==> src/rtl/pool2_reader_pkg.sv <==
// pool2_reader_pkg: shared constants, FSM encoding and bus slicing helper for pool2_reader.
package pool2_reader_pkg;
  localparam int DATA_W = 16;
  localparam int CH     = 16;
  localparam int FM_W   = 8;
  typedef enum logic [2:0] {S_IDLE, S_READ, S_WAIT, S_OUT, S_FIN} state_t;
  function automatic logic [DATA_W-1:0] ch_slice(input logic [CH*DATA_W-1:0] bus, input int k);
    return bus[k*DATA_W +: DATA_W];
  endfunction
endpackage

==> src/rtl/pool2_reader_if.sv <==
// pool2_reader_if: control, f4 buffer read port and s4 stream of pool2_reader.
interface pool2_reader_if;
  import pool2_reader_pkg::*;
  logic                 start, busy, done;
  logic                 f4_rden;
  logic [5:0]           f4_raddr;
  logic [CH*DATA_W-1:0] f4_rdata;
  logic                 s4_valid, s4_ready;
  logic [3:0]           s4_addr;
  logic [CH*DATA_W-1:0] s4_data;
  modport master (input start, f4_rdata, s4_ready,
                  output busy, done, f4_rden, f4_raddr, s4_valid, s4_addr, s4_data);
  modport slave  (output start, f4_rdata, s4_ready,
                  input busy, done, f4_rden, f4_raddr, s4_valid, s4_addr, s4_data);
endinterface

==> src/rtl/pool2_reader_max_cmp.sv <==
// max_cmp: registered signed running maximum for one channel.
module max_cmp import pool2_reader_pkg::*; (
  input  logic                     clk,
  input  logic                     rst_n,
  input  logic                     i_load,
  input  logic                     i_upd,
  input  logic signed [DATA_W-1:0] i_din,
  output logic signed [DATA_W-1:0] o_max
);
  logic signed [DATA_W-1:0] r_max;
  always_ff @(posedge clk or negedge rst_n)
    if (!rst_n) r_max <= '0;
    else if (i_load || (i_upd && i_din > r_max)) r_max <= i_din;
  assign o_max = r_max;
endmodule

==> src/rtl/pool2_reader.sv <==
// pool2_reader: 2x2/stride-2 max pooling over 16 f4 maps, streamed as s4 windows.
// Build option POOL2_RELU_EN clamps negative pooled values to zero.
module pool2_reader import pool2_reader_pkg::*; #(
  parameter int RD_LAT = 1
) (
  input  logic           clk,
  input  logic           rst_n,
  pool2_reader_if.master bus
);
  state_t               r_state, w_next;
  logic [3:0]           r_cnt, r_win;
  logic [5:0]           r_last_addr, w_addr;
  logic [RD_LAT-1:0]    r_vld_d, r_first_d;
  logic                 w_rden, w_hs, w_load, w_upd;
  logic [CH*DATA_W-1:0] w_max, w_data;
  // address bits: {orow, row lsb, ocol, col lsb} for an 8-wide map
  assign w_addr = {r_win[3:2], r_cnt[1], r_win[1:0], r_cnt[0]};
  assign w_hs   = bus.s4_valid & bus.s4_ready;
  assign w_load = r_vld_d[RD_LAT-1] & r_first_d[RD_LAT-1];
  assign w_upd  = r_vld_d[RD_LAT-1] & ~r_first_d[RD_LAT-1];
  always_ff @(posedge clk or negedge rst_n)
    if (!rst_n) r_state <= S_IDLE;
    else r_state <= w_next;
  always_comb begin
    w_next = r_state;
    case (r_state)
      S_IDLE:  w_next = bus.start ? S_READ : S_IDLE;
      S_READ:  w_next = (r_cnt == 4'd3) ? S_WAIT : S_READ;
      S_WAIT:  w_next = (r_cnt == 4'(RD_LAT-1)) ? S_OUT : S_WAIT;
      S_OUT:   w_next = !bus.s4_ready ? S_OUT : (r_win == 4'd15) ? S_FIN : S_READ;
      default: w_next = S_IDLE;
    endcase
  end
  always_comb begin
    w_rden       = r_state == S_READ;
    bus.f4_rden  = w_rden;
    bus.f4_raddr = w_rden ? w_addr : r_last_addr;
    bus.busy     = r_state inside {S_READ, S_WAIT, S_OUT};
    bus.done     = r_state == S_FIN;
    bus.s4_valid = r_state == S_OUT;
    bus.s4_addr  = r_win;
    bus.s4_data  = w_data;
  end
  // r_cnt restarts on every state change: read index in READ, latency count in WAIT
  always_ff @(posedge clk or negedge rst_n)
    if (!rst_n) begin
      r_cnt       <= '0;
      r_win       <= '0;
      r_last_addr <= '0;
      r_vld_d     <= '0;
      r_first_d   <= '0;
    end else begin
      r_cnt       <= (w_next != r_state) ? 4'd0 : r_cnt + 4'd1;
      r_win       <= w_hs ? r_win + 4'd1 : r_win;
      r_last_addr <= bus.f4_raddr;
      r_vld_d     <= RD_LAT'({r_vld_d, w_rden});
      r_first_d   <= RD_LAT'({r_first_d, w_rden && r_cnt == 4'd0});
    end
  for (genvar k = 0; k < CH; k++) begin : g_ch
    max_cmp u_max (
      .clk    (clk),
      .rst_n  (rst_n),
      .i_load (w_load),
      .i_upd  (w_upd),
      .i_din  (ch_slice(bus.f4_rdata, k)),
      .o_max  (w_max[k*DATA_W +: DATA_W])
    );
`ifdef POOL2_RELU_EN
    assign w_data[k*DATA_W +: DATA_W] = w_max[(k+1)*DATA_W-1] ? '0 : w_max[k*DATA_W +: DATA_W];
`else
    assign w_data[k*DATA_W +: DATA_W] = w_max[k*DATA_W +: DATA_W];
`endif
  end
endmodule

==> src/flat_wrapper.sv <==
// flat-port wrapper written by rule: the top's interface ports become plain ports
module pool2_reader_flat import pool2_reader_pkg::*;
#(
  parameter int RD_LAT = 1
)
  (clk, rst_n, bus_start, bus_f4_rdata, bus_s4_ready, bus_busy, bus_done, bus_f4_rden, bus_f4_raddr, bus_s4_valid, bus_s4_addr, bus_s4_data);
  pool2_reader_if bus_i ();
  input  logic clk;
  input  logic rst_n;
  input wire logic [$bits(bus_i.start)-1:0] bus_start;
  input wire logic [$bits(bus_i.f4_rdata)-1:0] bus_f4_rdata;
  input wire logic [$bits(bus_i.s4_ready)-1:0] bus_s4_ready;
  output wire logic [$bits(bus_i.busy)-1:0] bus_busy;
  output wire logic [$bits(bus_i.done)-1:0] bus_done;
  output wire logic [$bits(bus_i.f4_rden)-1:0] bus_f4_rden;
  output wire logic [$bits(bus_i.f4_raddr)-1:0] bus_f4_raddr;
  output wire logic [$bits(bus_i.s4_valid)-1:0] bus_s4_valid;
  output wire logic [$bits(bus_i.s4_addr)-1:0] bus_s4_addr;
  output wire logic [$bits(bus_i.s4_data)-1:0] bus_s4_data;
  assign bus_i.start = bus_start;
  assign bus_i.f4_rdata = bus_f4_rdata;
  assign bus_i.s4_ready = bus_s4_ready;
  assign bus_busy = bus_i.busy;
  assign bus_done = bus_i.done;
  assign bus_f4_rden = bus_i.f4_rden;
  assign bus_f4_raddr = bus_i.f4_raddr;
  assign bus_s4_valid = bus_i.s4_valid;
  assign bus_s4_addr = bus_i.s4_addr;
  assign bus_s4_data = bus_i.s4_data;
  pool2_reader #(.RD_LAT(RD_LAT)) u_core (.clk(clk), .rst_n(rst_n), .bus(bus_i));
endmodule
==> config.mk <==
export PLATFORM = sky130hd
export DESIGN_NAME = pool2_reader_flat
export DESIGN_NICKNAME = d
export VERILOG_FILES = /design/src/rtl/pool2_reader_pkg.sv /design/src/rtl/pool2_reader_if.sv /design/src/rtl/pool2_reader_max_cmp.sv /design/src/rtl/pool2_reader.sv /design/src/flat_wrapper.sv
export SDC_FILE = /design/constraint.sdc
export NUM_CORES = 1
export LEC_CHECK = 0
export ABC_AREA = 1
export CAP_MARGIN = 20
export CORE_MARGIN = 1.5
export CORE_UTILIZATION = 40
export CTS_CLUSTER_SIZE = 8
export DETAILED_ROUTE_END_ITERATION = 10
export PLACE_DENSITY = 0.68
export SYNTH_ARGS = -nofsm -noshare
export SYNTH_HDL_FRONTEND = slang
export SYNTH_SLANG_ARGS = --single-unit
export TNS_END_PERCENT = 20
==> constraint.sdc <==
create_clock -name clk -period 2.6 [get_ports clk]
set_input_delay 0.52 -clock clk [delete_from_list [all_inputs] [get_ports clk]]
set_output_delay 0.52 -clock clk [all_outputs]
set_load 0.005 [all_outputs]
# Word-level counts from Yosys, hierarchy flattened
# Cells that the tools add are included.
dict set report totals {
  input_bits 260
  reg_bits 275
  wordCells 95
  output_inout_bits 270
}
dict set report op_classes {
  n_addsub 2
  n_reduce_logical 36
  magnitude_cmp 16
  n_mux 8
  bitwise 4
  eq_ne 7
}
# cell count
set op_table {}
lappend op_table {{16-bit greater-than comparator} 16}
lappend op_table {{1-bit logical AND} 17}
lappend op_table {{1-bit logical OR} 16}
lappend op_table {{3-bit case mux with 4 select lines} 1}
lappend op_table {{4-bit by 1-bit adder with 4-bit output (second input constant)} 2}
lappend op_table {{3-bit by 2-bit == test with 1-bit output (second input constant)} 2}
lappend op_table {{3-bit two-way mux} 2}
lappend op_table {{6-bit two-way mux} 1}
lappend op_table {{4-bit by 2-bit == test with 1-bit output (second input constant)} 1}
lappend op_table {{4-bit == test (second input constant)} 1}
lappend op_table {{4-bit logical NOT} 1}
lappend op_table {{4-bit two-way mux} 1}
lappend op_table {{1-bit AND} 3}
lappend op_table {{3-bit by 1-bit == test with 1-bit output (second input constant)} 1}
lappend op_table {{3-bit == test (second input constant)} 1}
lappend op_table {{3-bit logical NOT} 1}
lappend op_table {{3-bit != test} 1}
lappend op_table {{3-bit nonzero test} 1}
lappend op_table {{1-bit two-way mux} 2}
lappend op_table {{2-bit two-way mux} 1}
lappend op_table {{1-bit NOT} 1}

# Logic depth before layout (Yosys ltp)
# Gate-level depths: netlist of run 1.
dict set report logic_depth {
  word_depth 6
  depth_mapped 17
  mapped_depth_nobuf 16
}

# Modules after synthesis
# Synthesis of run 1 repeated with hierarchy kept, for this count alone.
dict set report hier_totals {
  cells_unflattened 2534
  area_unflattened_um2 18953.2
}
# module cells_per_inst area_per_inst_um2 seq_area_each_um2 n_inst
set by_module_without_submodules {}
lappend by_module_without_submodules {max_cmp 152 1128.6 400.4 16}
lappend by_module_without_submodules {pool2_reader 102 895.9 475.5 1}

# Least setup slack after synthesis of run 1
# OpenSTA, ideal clock, no wires.
dict set report synth_timing {
  kind {input to register}
  startpoint {input port bus_f4_rdata[191]}
  endpoint {register u_core.g_ch[11].u_max.r_max[10]}
  setup_ps 116
  required_ps 2484
  path_buffers 1
  cell_stages 13
  t_arrival_ps 1829
  slack_ps 655
  cell_sequence {ha_1 nand2_1 nor2_2 nand2_1 nor2_2 nand2_1 nand3_1 nand2_1 nand3_4 nand2_4 buf_6 nand2_1 nand2_1}
}
dict set report synth_between {
  elab_chain_len 3
}
# item line
set synth_lines {}
lappend synth_lines {{start: declaration} flat_wrapper.sv:11} ;# input wire logic [$bits(bus_i.f4_rdata)-1:0] bus_f4_rdata;
lappend synth_lines {{16-bit greater-than comparator} pool2_reader_max_cmp.sv:13} ;# else if (i_load || (i_upd && i_din > r_max)) r_max <= i_din;
lappend synth_lines {{1-bit logical AND} pool2_reader_max_cmp.sv:13}
lappend synth_lines {{1-bit logical OR} pool2_reader_max_cmp.sv:13}
lappend synth_lines {{end signal: assignment} pool2_reader_max_cmp.sv:13}
lappend synth_lines {{end: declaration} pool2_reader_max_cmp.sv:10} ;# logic signed [DATA_W-1:0] r_max;
# No other way between the ends.
# A chain may end at the register's enable or synchronous reset.

# Worst setup path in the final report of run 1
dict set report layout_timing {
  startpoint {register u_core.r_state[0]}
  endpoint {output port bus_f4_raddr[5]}
}
dict set report layout_between {
  elab_chain_len 2
}
# item line
set layout_lines {}
lappend layout_lines {{start: declaration} pool2_reader.sv:10} ;# state_t r_state, w_next;
lappend layout_lines {{start signal: assignment} pool2_reader.sv:23} ;# else r_state <= w_next;
lappend layout_lines {{3-bit by 1-bit == test with 1-bit output} pool2_reader.sv:35} ;# w_rden = r_state == S_READ;
lappend layout_lines {{6-bit two-way mux} pool2_reader.sv:37} ;# bus.f4_raddr = w_rden ? w_addr : r_last_addr;
lappend layout_lines {{end: declaration} flat_wrapper.sv:16} ;# output wire logic [$bits(bus_i.f4_raddr)-1:0] bus_f4_raddr;
# No other way between the ends.

==> flow_summary.toml, run 1 <==
[status]
outcome = "finished, violations left"
violations = "setup timing"

[sta]
rsz0062_at_grt = "yes"
max_freq_mhz = 379
setup_violations = 3
finalHoldViolations = 0
fin_tns_setup_ns = -0.0926
fin_crit_sh = 1.01
fin_crit_ns = 2.64
finClkSkew_ns = 0.0156
slew_headroom = 0.521
slew_violations = 0
tightest_slew_ns = 0.718
layout_setup_ws_ns = -0.0375

[floorplan]
rows = 78
die_w_um = 217
die_area_um2 = 47300
die_h_um = 217
coreArea_um2 = 45400
io_pins = 530
initial_core_util = 0.405

[placement]
io_buffers = 529
placed_cell_area_um2 = 24600
gp_congestion = 0.935
dp_hpwl_um = 46500

[power_and_ir_drop]
ir_drop_mv = 0.708
intPower_mw = 18.1
p_switching_mw = 13.6
p_leak_nw = 13.6
seqPwrFrac = 0.263
power_frac_comb = 0.583
p_per_area_nw_per_um2 = 1230
p_clk_frac = 0.154
swShare = 0.428

[grt]
grt_pass1_vias = 18000
grt.overflow.total = 0
antenna_found_initial = 9
grt_pass1_wl_um = 94700
grt_max_degree = 70
grt_use_total = 0.252

[worst_hold_path]
min_path_type = "flip-flop to flip-flop"
hp-start = "u_core.r_last_addr[2]"

[layout]
fin_nets = 3505
drive_above_1_share = 0.0565
layout_commonest_cell = "nand2_1"
num-fill-cells = 4073
multiInputGateArea_um2 = 9690
fin_area_um2 = 25800
utilization = 0.568
areaGrowthSynthToFinish_pct = 40.1
layout_common_cells = "nand2_1 (814), clkdlybuf4s50_1 (524), inv_1 (390), nand3_1 (294), dfrtp_1 (274)"
register_area_um2 = 6880

[yosys]
synth-seq-area-share = 0.374
syn_nets = 2939
synth_top_area_frac = 0.374
yosys_warnings = 0
ys_ff_latch = 275
synthDistinctLibCells = 36
synth-edff-count = 0
synth_flop_cell = "dfrtp_1"
synth_area_leaders = "dfrtp_1 (37%), ha_1 (18%), nand2_1 (17%)"
synth_area_um2 = 18400
synth_cells = 2420
async_flop_share = 1.00
avgSynthCellArea_um2 = 7.60
yosysTopAreaCell = "dfrtp_1"

[drt]
dr.pass1.iters = 6
drc = 0
drt_wl_total_um = 60000
antenna_left = 0
drt-initial-drc-count = 983
wl_per_cell_um = 16.7
vias_per_cell = 4.97
vias = 17900

[job]
cap_viol_max_count = 0

[worst_setup_path]
crit_fanout = 11
crit_path_start = "u_core.r_state[0]"
start_kind = "flip-flop"
required_ns = 2.08
end_kind = "output port"
rr_startpoint = "u_core.g_ch[0].u_max.o_max[15]"
cp.arrival_ns = 2.12
crit_type = "flip-flop to output port"

[clock_network]
cts_buffer_depth = 3
cts_max_level = 2
root_buffer = "clkbuf_16"
clk_pin_slew_ns = 0.05
clk_latency_ns = 0.55
clock-sinks = 275
numCtsBuffers = 41
cts_tree = "done"
[layer usage]
metal / share of wire / vias to the layer above / routed length (um) / global-route usage
met5: 0.00090 / - / 54 / 0
met4: 0.040 / 8 / 2410 / 0.111
met3: 0.085 / 129 / 5080 / 0.0785
met2: 0.48 / 595 / 28900 / 0.434
met1: 0.39 / 8341 / 23600 / 0.287
li1: - / 8816 / - / -
[kinds of logic (layout without fill, tap and decap cells)]
| logic type | count (synthesis) | after routing | synth area share |
|---|---|---|---|
| adder cells (fa/ha/maj) | 259 | 259 | 0.176 |
| buffers and inverters | 457 | 1030 | 0.101 |
| multiplexers | 1 | 1 | 0.000612 |
| AO/OA/AOI/OAI | 152 | 152 | 0.0459 |
| AND/OR/NAND/NOR | 1272 | 1272 | 0.300 |
| other | 0 | 6 | 0 |
| XOR/XNOR | 4 | 4 | 0.00190 |
| flip-flops | 275 | 275 | 0.374 |
[synthesized netlist by cell type (3+ instances only)]
| cell | number |
|---|---|
| nand2_1 | 815 |
| inv_1 | 392 |
| nand3_1 | 294 |
| dfrtp_1 | 275 |
| ha_1 | 259 |
| a21oi_1 | 94 |
| nor2_1 | 79 |
| clkbuf_1 | 28 |
| nand4_1 | 24 |
| o21ai_0 | 20 |
| o21bai_1 | 19 |
| buf_2 | 17 |
| nor2_2 | 15 |
| buf_6 | 14 |
| a31oi_1 | 13 |
| nand2_2 | 11 |
| nand2_4 | 11 |
| nand3_2 | 8 |
| nand3_4 | 7 |
| xor2_1 | 4 |
| buf_4 | 3 |
[area by class of cell]
class | count | area share
clock inverter | 4 | 0.00204
clock buffer | 46 | 0.0409
sequential | 275 | 0.267
multi-input combinational | 1688 | 0.376
antenna | 6 | 0.000583
tap | 600 | 0.0291
timing repair buffer | 587 | 0.227
inverter | 393 | 0.0573
[metrics by stage]
stage          std cells  hold WS [ns]  power [mW]  worst slack (ns)
6_report            3599         0.468        31.7           -0.0375
5_1_grt             3598         0.493        34.7            -0.155
4_1_cts             3591         0.470        31.9           -0.0461
3_5_place_dp        3540         0.456        26.7           -0.0307
3_3_place_gp        3540         0.451        26.1            0.0415
2_1_floorplan       2420         0.224        18.3             0.655
[sequential cells by signal (all words and copies together), names as in the netlist]
name	count
u_core.g_ch.u_max.o_max	256
u_core.r_cnt	4
u_core.r_state	3
u_core.r_first_d	1
u_core.bus.s4_addr	4
u_core.r_last_addr	6
u_core.r_vld_d	1
[final timing paths]
check	cells after the start	endpoint	slack (ns)
setup / recovery	5	bus_f4_raddr[5]	-0.04
hold / removal	2	u_core.r_last_addr[2]	0.47
setup reg to reg	12	u_core.g_ch[0].u_max.o_max[3]	0.52
hold reg to reg	2	u_core.r_last_addr[2]	0.47
max in group asynchronous	3	u_core.g_ch[9].u_max.o_max[8]	1.17
min in group asynchronous	2	u_core.g_ch[3].u_max.o_max[9]	0.52
[power by group through the flow]
| stage | Clock (mW) | Combinational (mW) | Sequential, mW |
|---|---|---|---|
| 3_3_place_gp | 0 | 17.8 | 8.26 |
| 5_1_grt | 5.18 | 20.9 | 8.60 |
| 6_report | 4.89 | 18.5 | 8.34 |
| 3_5_place_dp | 0 | 18.4 | 8.35 |
| 2_1_floorplan | 0 | 10.2 | 8.17 |
| 4_1_cts | 5.02 | 18.6 | 8.32 |
[what timing repair did]
action / 4_1_cts / 5_1_grt
hold endpoints to repair: 13 / 0
resized for setup: 11 / 8
hold buffers: 1 / 0
endpoints found under the setup margin: 6 / 6
buffers inserted: 0 / 2
pin swaps: 0 / 1
gates cloned: 0 / 0
[worst max-delay path, cell delays in order (launching register included)]
cell	delay, ns
dfrtp_1	0.41
inv_2	0.09
nor3_4	0.26
inv_4	0.12
o21ai_2	0.17
clkdlybuf4s50_1	0.53
Power figures use the tool's default switching activity.
==> inputs of run 2 (changes only) <==
- TNS_END_PERCENT: 20 -> default
==> flow_summary.toml, run 2 (same netlist as run 1, synthesis figures left out) <==
[drt]
drc = 0
antenna_left = 0
dr.pass1.iters = 5
vias_per_cell = 4.96
wl_per_cell_um = 16.7
drt-initial-drc-count = 1039
drt_wl_total_um = 60100
vias = 17900

[sta]
finalHoldViolations = 0
fin_crit_ns = 2.56
max_freq_mhz = 390
slew_violations = 0
slew_headroom = 0.528
tightest_slew_ns = 0.708
setup_violations = 0
fin_crit_sh = 0.985
rsz0062_at_grt = "yes"
fin_hold_ws_ns = 0.467
finClkSkew_ns = 0.0167

[worst_setup_path]
cp_slowest_stage_delay_ns = 0.53
end_kind = "output port"
path_cells = "inv_2, nor3_4, inv_4, o21ai_2, clkdlybuf4s50_1"
cp.arrival_ns = 2.04
crit_type = "flip-flop to output port"
crit_fanout = 11
start_kind = "flip-flop"
required_ns = 2.08
slowest_stage = "clkdlybuf4s50_1"
r2r_cells = 12

[clock_network]
clk_latency_ns = 0.55
cts_tree = "done"
root_buffer = "clkbuf_16"
cts_buffer_depth = 3
clk_pin_slew_ns = 0.05
clock-sinks = 275
cts_max_level = 2
numCtsBuffers = 41

[grt]
grt_pass1_vias = 18000
antenna_found_initial = 9
grt_pass1_wl_um = 94800
grt_use_total = 0.253
grt.overflow.total = 0
grt_max_degree = 70

[worst_hold_path]
min_path_type = "flip-flop to flip-flop"
hold-path-cell-count = 2

[job]
cap_viol_max_count = 0

[status]
outcome = "complete, no violations"

[floorplan]
die_w_um = 217
die_h_um = 217
coreArea_um2 = 45400
io_pins = 530
die_area_um2 = 47300
rows = 78
initial_core_util = 0.405

[layout]
areaGrowthSynthToFinish_pct = 40.2
layout_common_cells = "nand2_1 (814), clkdlybuf4s50_1 (524), inv_1 (390), nand3_1 (294), dfrtp_1 (274)"
fin_nets = 3508
layout_commonest_cell = "nand2_1"
largest_reg_flops = 256
drive_above_1_share = 0.0567

[power_and_ir_drop]
total_power_mw = 31.7
ir_drop_mv = 0.699
p_leak_nw = 13.6
p_per_area_nw_per_um2 = 1230

[placement]
io_buffers = 529
gp_congestion = 0.935
dp_hpwl_um = 46500
==> run 2: area by class of cell <==
| type | count | area, um2 |
|---|---|---|
| multi-input combinational | 1688 | 9690 |
| antenna | 6 | 15.0 |
| tap | 600 | 751 |
| inverter | 393 | 1480 |
| clock buffer | 46 | 1050 |
| clock inverter | 4 | 52.6 |
| sequential | 275 | 6880 |
| fill | 4069 | 19600 |
| timing repair buffer | 590 | 5870 |
==> run 2: worst paths after layout <==
path                                                       to  slack, ns                            from
worst min-delay path                    u_core.r_last_addr[2]       0.47           u_core.r_last_addr[2]
worst max-delay path                          bus_f4_raddr[5]       0.04               u_core.r_state[0]
worst max register to register  u_core.g_ch[0].u_max.o_max[3]       0.52  u_core.g_ch[0].u_max.o_max[15]
min in group asynchronous       u_core.g_ch[3].u_max.o_max[9]       0.52                           rst_n
max in group asynchronous                   u_core.r_state[1]       1.18                           rst_n
worst min register to register          u_core.r_last_addr[2]       0.47           u_core.r_last_addr[2]
==> run 2: routing by layer <==
metal	routed length, um	GRT usage
met1	23500	0.287
met2	29000	0.435
met3	5100	0.0784
met4	2400	0.111
met5	54	0
==> run 2: per-stage QoR <==
| stage | std cells | worst slack, ns | TNS, ns | utilization | instance area [um2] |
|---|---|---|---|---|---|
| floorplan | 2420 | 0.655 | 0 | - | 18400 |
| global placement | 3540 | 0.0415 | 0 | 0.542 | 24600 |
| detailed placement | 3540 | -0.0307 | -0.151 | 0.542 | 24600 |
| CTS | 3595 | 0.0122 | 0 | 0.567 | 25800 |
| global route | 3601 | -0.0880 | -0.144 | 0.568 | 25800 |
| finish | 3602 | 0.0378 | 0 | 0.568 | 25800 |
==> run 2: report_power, final <==
group / switching [mW] / leakage [nW] / internal [mW] / total, mW
clock network: 1.96 / 0.544 / 2.92 / 4.88
registers: 1.80 / 3.37 / 6.53 / 8.33
logic: 9.80 / 9.71 / 8.68 / 18.5
total: 13.6 / 13.6 / 18.1 / 31.7
==> run 2: repair_timing <==
| item | in CTS | in global routing |
|---|---|---|
| setup endpoints to repair | 6 | 4 |
| resized for setup | 15 | 3 |
| endpoints found under the hold margin | 13 | 0 |
| hold buffers | 1 | 0 |
| pin swaps | 0 | 1 |
| setup buffers | 4 | 1 |
==> run 2: worst max-delay path: cells and delay by family, from the launching register on <==
kind                   cells  cell delay (ns)
AO/OA/AOI/OAI              1             0.17
flip-flops                 1             0.37
buffers and inverters      3             0.73
AND/OR/NAND/NOR            1             0.24
==> inputs of run 3 (changes only) <==
- CORE_UTILIZATION: 40 -> 31
- PLACE_DENSITY: 0.68 -> 0.55
==> flow_summary.toml, run 3 (same netlist as run 1, synthesis figures left out) <==
[clock_network]
clock-sinks = 275
clk_latency_ns = 0.55
clk_pin_slew_ns = 0.05
cts_tree = "done"
root_buffer = "clkbuf_16"
numCtsBuffers = 41
cts_max_level = 2
cts_buffer_depth = 3

[drt]
vias_per_cell = 4.61
antenna_left = 0
dr.pass1.iters = 5
drc = 0
wl_per_cell_um = 15.9
drt-initial-drc-count = 723
drt_wl_total_um = 60100
vias = 17400

[floorplan]
die_area_um2 = 60800
rows = 89
io_pins = 530
die_w_um = 247
coreArea_um2 = 58800
die_h_um = 247
initial_core_util = 0.313

[layout]
register_area_um2 = 6880
layout_commonest_cell = "nand2_1"
drive_above_1_share = 0.0551
multiInputGateArea_um2 = 9670
areaGrowthSynthToFinish_pct = 41.5
largest_reg_flops = 256
fin_nets = 3506
layout_common_cells = "nand2_1 (814), clkdlybuf4s50_1 (522), inv_1 (390), nand3_1 (294), dfrtp_1 (275)"
utilization = 0.443
num-fill-cells = 5774

[grt]
grt_max_degree = 67
grt.overflow.total = 0
grt_pass1_vias = 17500
antenna_found_initial = 8
grt_use_total = 0.194
grt_pass1_wl_um = 93400

[placement]
dp_hpwl_um = 46500
dp_slack_ns = -0.107
gp_congestion = 0.863
io_buffers = 529

[power_and_ir_drop]
p_per_area_nw_per_um2 = 1210
p_leak_nw = 13.6
ir_drop_mv = 0.568
total_power_mw = 31.6

[worst_setup_path]
slowest_stage = "clkdlybuf4s50_1"
crit_path_start = "u_core.r_state[0]"
crit_family = "buffers and inverters"
end_kind = "output port"
rr_startpoint = "u_core.g_ch[9].u_max.o_max[15]"
crit_fanout = 5
cp.arrival_ns = 1.99
crit_buf_inv = 4
crit_top_cell = "buf_4"
crit_type = "flip-flop to output port"
path_cells = "inv_2, nor3_4, buf_4, buf_4, clkdlybuf4s50_1"
cp_slowest_stage_delay_ns = 0.52
required_ns = 2.08
start_kind = "flip-flop"

[sta]
finalHoldViolations = 0
slew_headroom = 0.555
fin_tns_setup_ns = 0
finClkSkew_ns = 0.0178
fin_crit_ns = 2.51
tightest_slew_ns = 0.668
slew_violations = 0
fin_crit_sh = 0.967
max_freq_mhz = 398
layout_setup_ws_ns = 0.0857
setup_violations = 0

[status]
outcome = "complete, no violations"

[job]
cap_viol_max_count = 0

[worst_hold_path]
min_path_type = "input pin to async pin"
run 3: changes by cell type in the layout (fill, tap and decap cells not counted), moves of 2 or more:
cell	delta
o21ai_1	+3
buf_12	+4
clkinv_8	+2
o21ai_2	-2
clkdlybuf4s50_1	-2
dlygate4sd2_1	+2
buf_4	-5
run 3: cell type report:
| type | count | area share |
|---|---|---|
| well taps | 773 | 0.0372 |
| repair buffers | 588 | 0.227 |
| diodes | 6 | 0.000577 |
| multi-input cells | 1688 | 0.372 |
| flip-flops and latches | 275 | 0.264 |
| clock buffers | 47 | 0.0411 |
| inverters | 393 | 0.0568 |
| clock inverters | 4 | 0.00188 |
run 3: timing repair:
item,CTS,global route
setup endpoints to repair,6,3
hold endpoints to repair,22,0
buffers inserted,4,1
pin swaps,0,1
gates resized for setup,9,5
hold buffers,1,0
run 3: per-layer routing:
metal	up-vias	global-route usage	wire [um]
met3	92	0.0531	4360
met1	8064	0.222	24100
li1	8817	-	-
met5	-	0	27
met2	415	0.341	29900
met4	4	0.0712	1770
run 3: worst paths after layout:
path / end / slack, ns / cells past startpoint
worst max-delay path: bus_f4_rden / 0.09 / 5
worst min-delay path: u_core.g_ch[7].u_max.o_max[10] / 0.43 / 2
worst max register to register: u_core.g_ch[9].u_max.o_max[13] / 0.49 / 12
worst min register to register: u_core.r_last_addr[1] / 0.46 / 2
max in group asynchronous: u_core.r_cnt[2] / 1.47 / 3
min in group clk: u_core.r_last_addr[1] / 0.46 / 2
run 3: per-stage QoR:
stage	area [um2]	cells	hold slack [ns]
global placement	24800	3711	0.413
floorplan	18400	2420	0.224
finish	26000	3774	0.432
detailed placement	24800	3711	0.415
global route	26000	3774	0.434
CTS	26000	3767	0.421
run 3: where the power goes:
group / switching, mW / internal, mW
clock: 2.00 / 2.87
combinational: 9.63 / 8.72
sequential: 1.85 / 6.52
total: 13.5 / 18.1
==> patch 1 (config.mk and constraints of run 3) <==
Take the reset off `r_last_addr` and load it in a clocked block of its own.
--- a/src/rtl/pool2_reader.sv
+++ b/src/rtl/pool2_reader.sv
@@ -47,5 +47,4 @@
       r_cnt       <= '0;
       r_win       <= '0;
-      r_last_addr <= '0;
       r_vld_d     <= '0;
       r_first_d   <= '0;
@@ -53,8 +52,11 @@
       r_cnt       <= (w_next != r_state) ? 4'd0 : r_cnt + 4'd1;
       r_win       <= w_hs ? r_win + 4'd1 : r_win;
-      r_last_addr <= bus.f4_raddr;
       r_vld_d     <= RD_LAT'({r_vld_d, w_rden});
       r_first_d   <= RD_LAT'({r_first_d, w_rden && r_cnt == 4'd0});
     end
+
+  always_ff @(posedge clk) begin
+    r_last_addr <= bus.f4_raddr;
+  end
   for (genvar k = 0; k < CH; k++) begin : g_ch
     max_cmp u_max (
Formal check against the unedited RTL: differs if rst_n is asserted again (counterexample within 4 cycles, from zero or initial values and one cycle with rst_n low); with rst_n held inactive, the same outputs for 4 cycles.
==> patch 1 against run 3 <==
Die area decreased by 0.16%; synthesized area decreased by 0.16%; worst setup slack improved by 0.029 ns; wire length increased by 2.8%; sequential cell count unchanged; critical endpoint unchanged; sequential share of layout area about the same; via count increased by 1.1%; maximum frequency increased by 1.2%; global-route usage increased by 0.71 points; clock skew increased by 0.0043 ns; highest routed layer unchanged; sequential power increased by 0.6%; largest cell class unchanged; design area decreased by 0.40%; total power about the same; hold slack improved by 0.032 ns.
==> patch 1: results (changes against run 3) <==
outcome=finished clean (unchanged); DR WL met3=4440 um (was 4360 um); HP Class=flop to flop (was input pin to async pin); GR Util met3=0.0514 (was 0.0531); FFs & Latches=275 (unchanged); ys flop type=dfrtp_1 (unchanged); Worst IR Drop VDD=703 uV (was 568 uV); CP startpoint=u_core.r_state[1] (was u_core.r_state[0]); sequential area share after synthesis=0.373 (was 0.374); WL per Instance=16.4 um (was 15.9 um); top layer in use=met5 (unchanged); placed cell area=24800 um2 (about the same); largest net degree at the start of global routing=63 (was 67); DP HPWL=48400 um (was 46500 um); met2 WL=31100 um (was 29900 um); fin crit period=2.48 ns (was 2.51 ns); Signal buf overhead=0.225 (was 0.227); Via Count=17592 (was 17392); CP Max Fanout=4 (was 5); Critical R2R Launch=u_core.g_ch[4].u_max.o_max[15] (was u_core.g_ch[9].u_max.o_max[15]); GR Layer Usage met1=0.234 (was 0.222); initial antenna violation count=5 (was 8); cell leakage power=13.6 nW (about the same); global-route wire length before repair=97000 um (was 93400 um); Reg2Reg Depth=12 (unchanged); Comb group=18.3 mW; number of buffers created by CTS=40 (was 41); Synth top cells by count=nand2_1, inv_1, nand3_1 (unchanged); post-synthesis cell type count=37 (was 36); reg2reg end=u_core.g_ch[4].u_max.o_max[2] (was u_core.g_ch[9].u_max.o_max[13]); Synth area leaders=dfrtp_1, ha_1, nand2_1 (unchanged); Ant. Diodes=3 (was 6); Synth-to-Final Area Change=41.1% (was 41.5%); area of the multi-input gates=9670 um2 (about the same); Reg2Reg Setup Slack=0.53 ns (was 0.49 ns); ys async rst share=0.978 (was 1.00); WHS=0.463 ns (was 0.432 ns); Final Non-Filler Cells=3776 (was 3774); post-place setup slack=-0.0578 ns (was -0.107 ns); Critical Path AT=1.96 ns (was 1.99 ns); P_sw=13.6 mW (was 13.5 mW); Syn Area/Cell=7.59 um2 (was 7.60 um2); nonclk buf count=589 (was 588); placed insts=3713 (was 3711); fillers=5836 (was 5774); Seq/total area=0.264 (about the same); GR Util met2=0.356 (was 0.341); clock buf count=53 (was 47); initial drt markers=634 (was 723); Worst-Skew Late Latency=0.55 ns (about the same); Slew HR=0.630 (was 0.555); warnings from Yosys=0 (unchanged); Max clock buf depth=3 (unchanged); GRT Util Overall=0.201 (was 0.194); clk tree area frac=0.0424 (was 0.0429); fraction of area in multi-input gates=0.373 (was 0.372); GPL Wtd Cong=0.850 (was 0.863)
patch 1: cells by family (layout without fill, tap and decap cells):
family                   after synthesis  in the layout  share of synthesized area
adder cells (fa/ha/maj)              259            259                      0.176
flip-flops                           275            275                      0.373
multiplexers                           1              1                   0.000613
AO/OA/AOI/OAI                        152            152                     0.0459
XOR/XNOR                               4              4                    0.00191
other                                  0              3                          0
AND/OR/NAND/NOR                     1272           1272                      0.301
buffers and inverters                457           1037                      0.101
patch 1: what timing repair did:
action / CTS / global route
hold buffers: 1 / 0
endpoints found under the hold margin: 44 / 0
endpoints found under the setup margin: 6 / 4
pin swaps: 1 / 1
gates resized for setup: 12 / 4
buffers inserted: 3 / 1
patch 1: worst max-delay path, cell delays in order (launching register included):
cell	delay (ns)
dfrtp_2	0.43
nor3_4	0.24
buf_6	0.14
buf_4	0.11
clkdlybuf4s50_1	0.49
==> patch 2 (config.mk and constraints of run 3) <==
Without the edit above. The option `POOL2_RELU_EN` is turned on by a define.
--- a/src/rtl/pool2_reader.sv
+++ b/src/rtl/pool2_reader.sv
@@ -1,4 +1,6 @@
 // pool2_reader: 2x2/stride-2 max pooling over 16 f4 maps, streamed as s4 windows.
 // Build option POOL2_RELU_EN clamps negative pooled values to zero.
+`define POOL2_RELU_EN
+
 module pool2_reader import pool2_reader_pkg::*; #(
   parameter int RD_LAT = 1
Behaviour: not the same (Yosys sat finds a counterexample within 4 cycles, from zero or initial values and one cycle with rst_n low).
==> patch 2 against run 3 <==
Total power up 6.6%; global-route usage is 0.073 points lower; design area is 5.6% higher; synthesized area up 8.1%; wire length is 6.5% higher; sequential cell count did not move; worst setup slack worse by 0.0030 ns; combinational power up 14%; largest cell class unchanged.
==> patch 2: results (changes against run 3) <==
DR WL met3=4650 um (was 4360 um); largest net degree at the start of global routing=87 (was 67); cell leakage power=14.4 nW (was 13.6 nW); Reg2Reg Depth=10 (was 12); crit path capture=bus_s4_data[124] (was bus_f4_rden); Vias/cell=4.51 (was 4.61); Port Buffers=513 (was 529); DP HPWL=50000 um (was 46500 um); reg2reg end=u_core.g_ch[0].u_max.o_max[15] (was u_core.g_ch[9].u_max.o_max[13]); CP Max Fanout=9 (was 5); GR Layer Usage met1=0.240 (was 0.222); Reg2Reg Setup Slack=0.46 ns (was 0.49 ns); crit-path max cell delay=0.55 ns (was 0.52 ns); fillers=6480 (was 5774); outcome=finished clean (unchanged); Worst IR Drop VDD=532 uV (was 568 uV); nets=3809 (was 3506); DRT Wirelength=64000 um (was 60100 um); WHS=0.477 ns (was 0.432 ns); switching part of the total power=0.441 (was 0.427); vias in the first global route=18664 (was 17453); share of cells above drive strength 1=0.0737 (was 0.0551); Routed met1 length=27800 um (was 24100 um); GPL Wtd Cong=0.893 (was 0.863); initial antenna violation count=16 (was 8); CP startpoint=u_core.g_ch[7].u_max.o_max[15] (was u_core.r_state[0]); Critical R2R Launch=u_core.g_ch[0].u_max.o_max[15] (was u_core.g_ch[9].u_max.o_max[15]); global-route wire length before repair=102000 um (was 93400 um); sequential area share after synthesis=0.346 (was 0.374)
[patch 2: repair_timing]
action	4_1_cts	5_1_grt
hold buffers	1	0
buffers inserted	0	5
pin swaps	0	1
cloned	0	0
endpoints found under the hold margin	38	0
gates resized for setup	14	9
setup endpoints to repair	14	7
[patch 2: logic make-up after synthesis]
| kind of cell | count (synthesis) | synth area share |
|---|---|---|
| AND/OR/NAND/NOR | 1520 | 0.331 |
| buffers and inverters | 529 | 0.112 |
| flip-flops | 275 | 0.346 |
| adder cells (fa/ha/maj) | 259 | 0.163 |
| AO/OA/AOI/OAI | 155 | 0.0462 |
| XOR/XNOR | 4 | 0.00176 |
| other | 1 | 0.000189 |
[patch 2: cell type report]
class | count | area [um2] | area share
Clock buffer | 44 | 1040 | 0.0377
Antenna cell | 11 | 27.5 | 0.00100
Tap cell | 846 | 1060 | 0.0385
Sequential cell | 275 | 6880 | 0.251
Multi-Input combinational cell | 1954 | 10900 | 0.396
Inverter | 417 | 1570 | 0.0571
Clock inverter | 6 | 81.3 | 0.00296
Timing Repair Buffer | 601 | 5930 | 0.216
[patch 2: power groups by stage]
stage / registers [mW] / clock network, mW / logic (mW)
floorplan: 7.39 / 0 / 12.8
global placement: 7.78 / 0 / 20.9
detailed placement: 7.77 / 0 / 21.1
CTS: 7.75 / 5.09 / 21.2
global route: 8.04 / 5.23 / 23.9
finish: 7.78 / 4.90 / 21.0
[patch 2: metrics by stage]
step                       util  power [mW]  cells  worst slack (ns)  instance area [um2]
after floorplan               -        20.2   2758             0.272                19900
after global placement    0.415        28.7   4087            0.0281                26200
after detailed placement  0.415        28.9   4087           -0.0136                26200
after CTS                 0.433        34.1   4138           0.00471                27400
after global routing      0.435        37.2   4150           -0.0167                27500
final                     0.435        33.7   4154            0.0827                27500
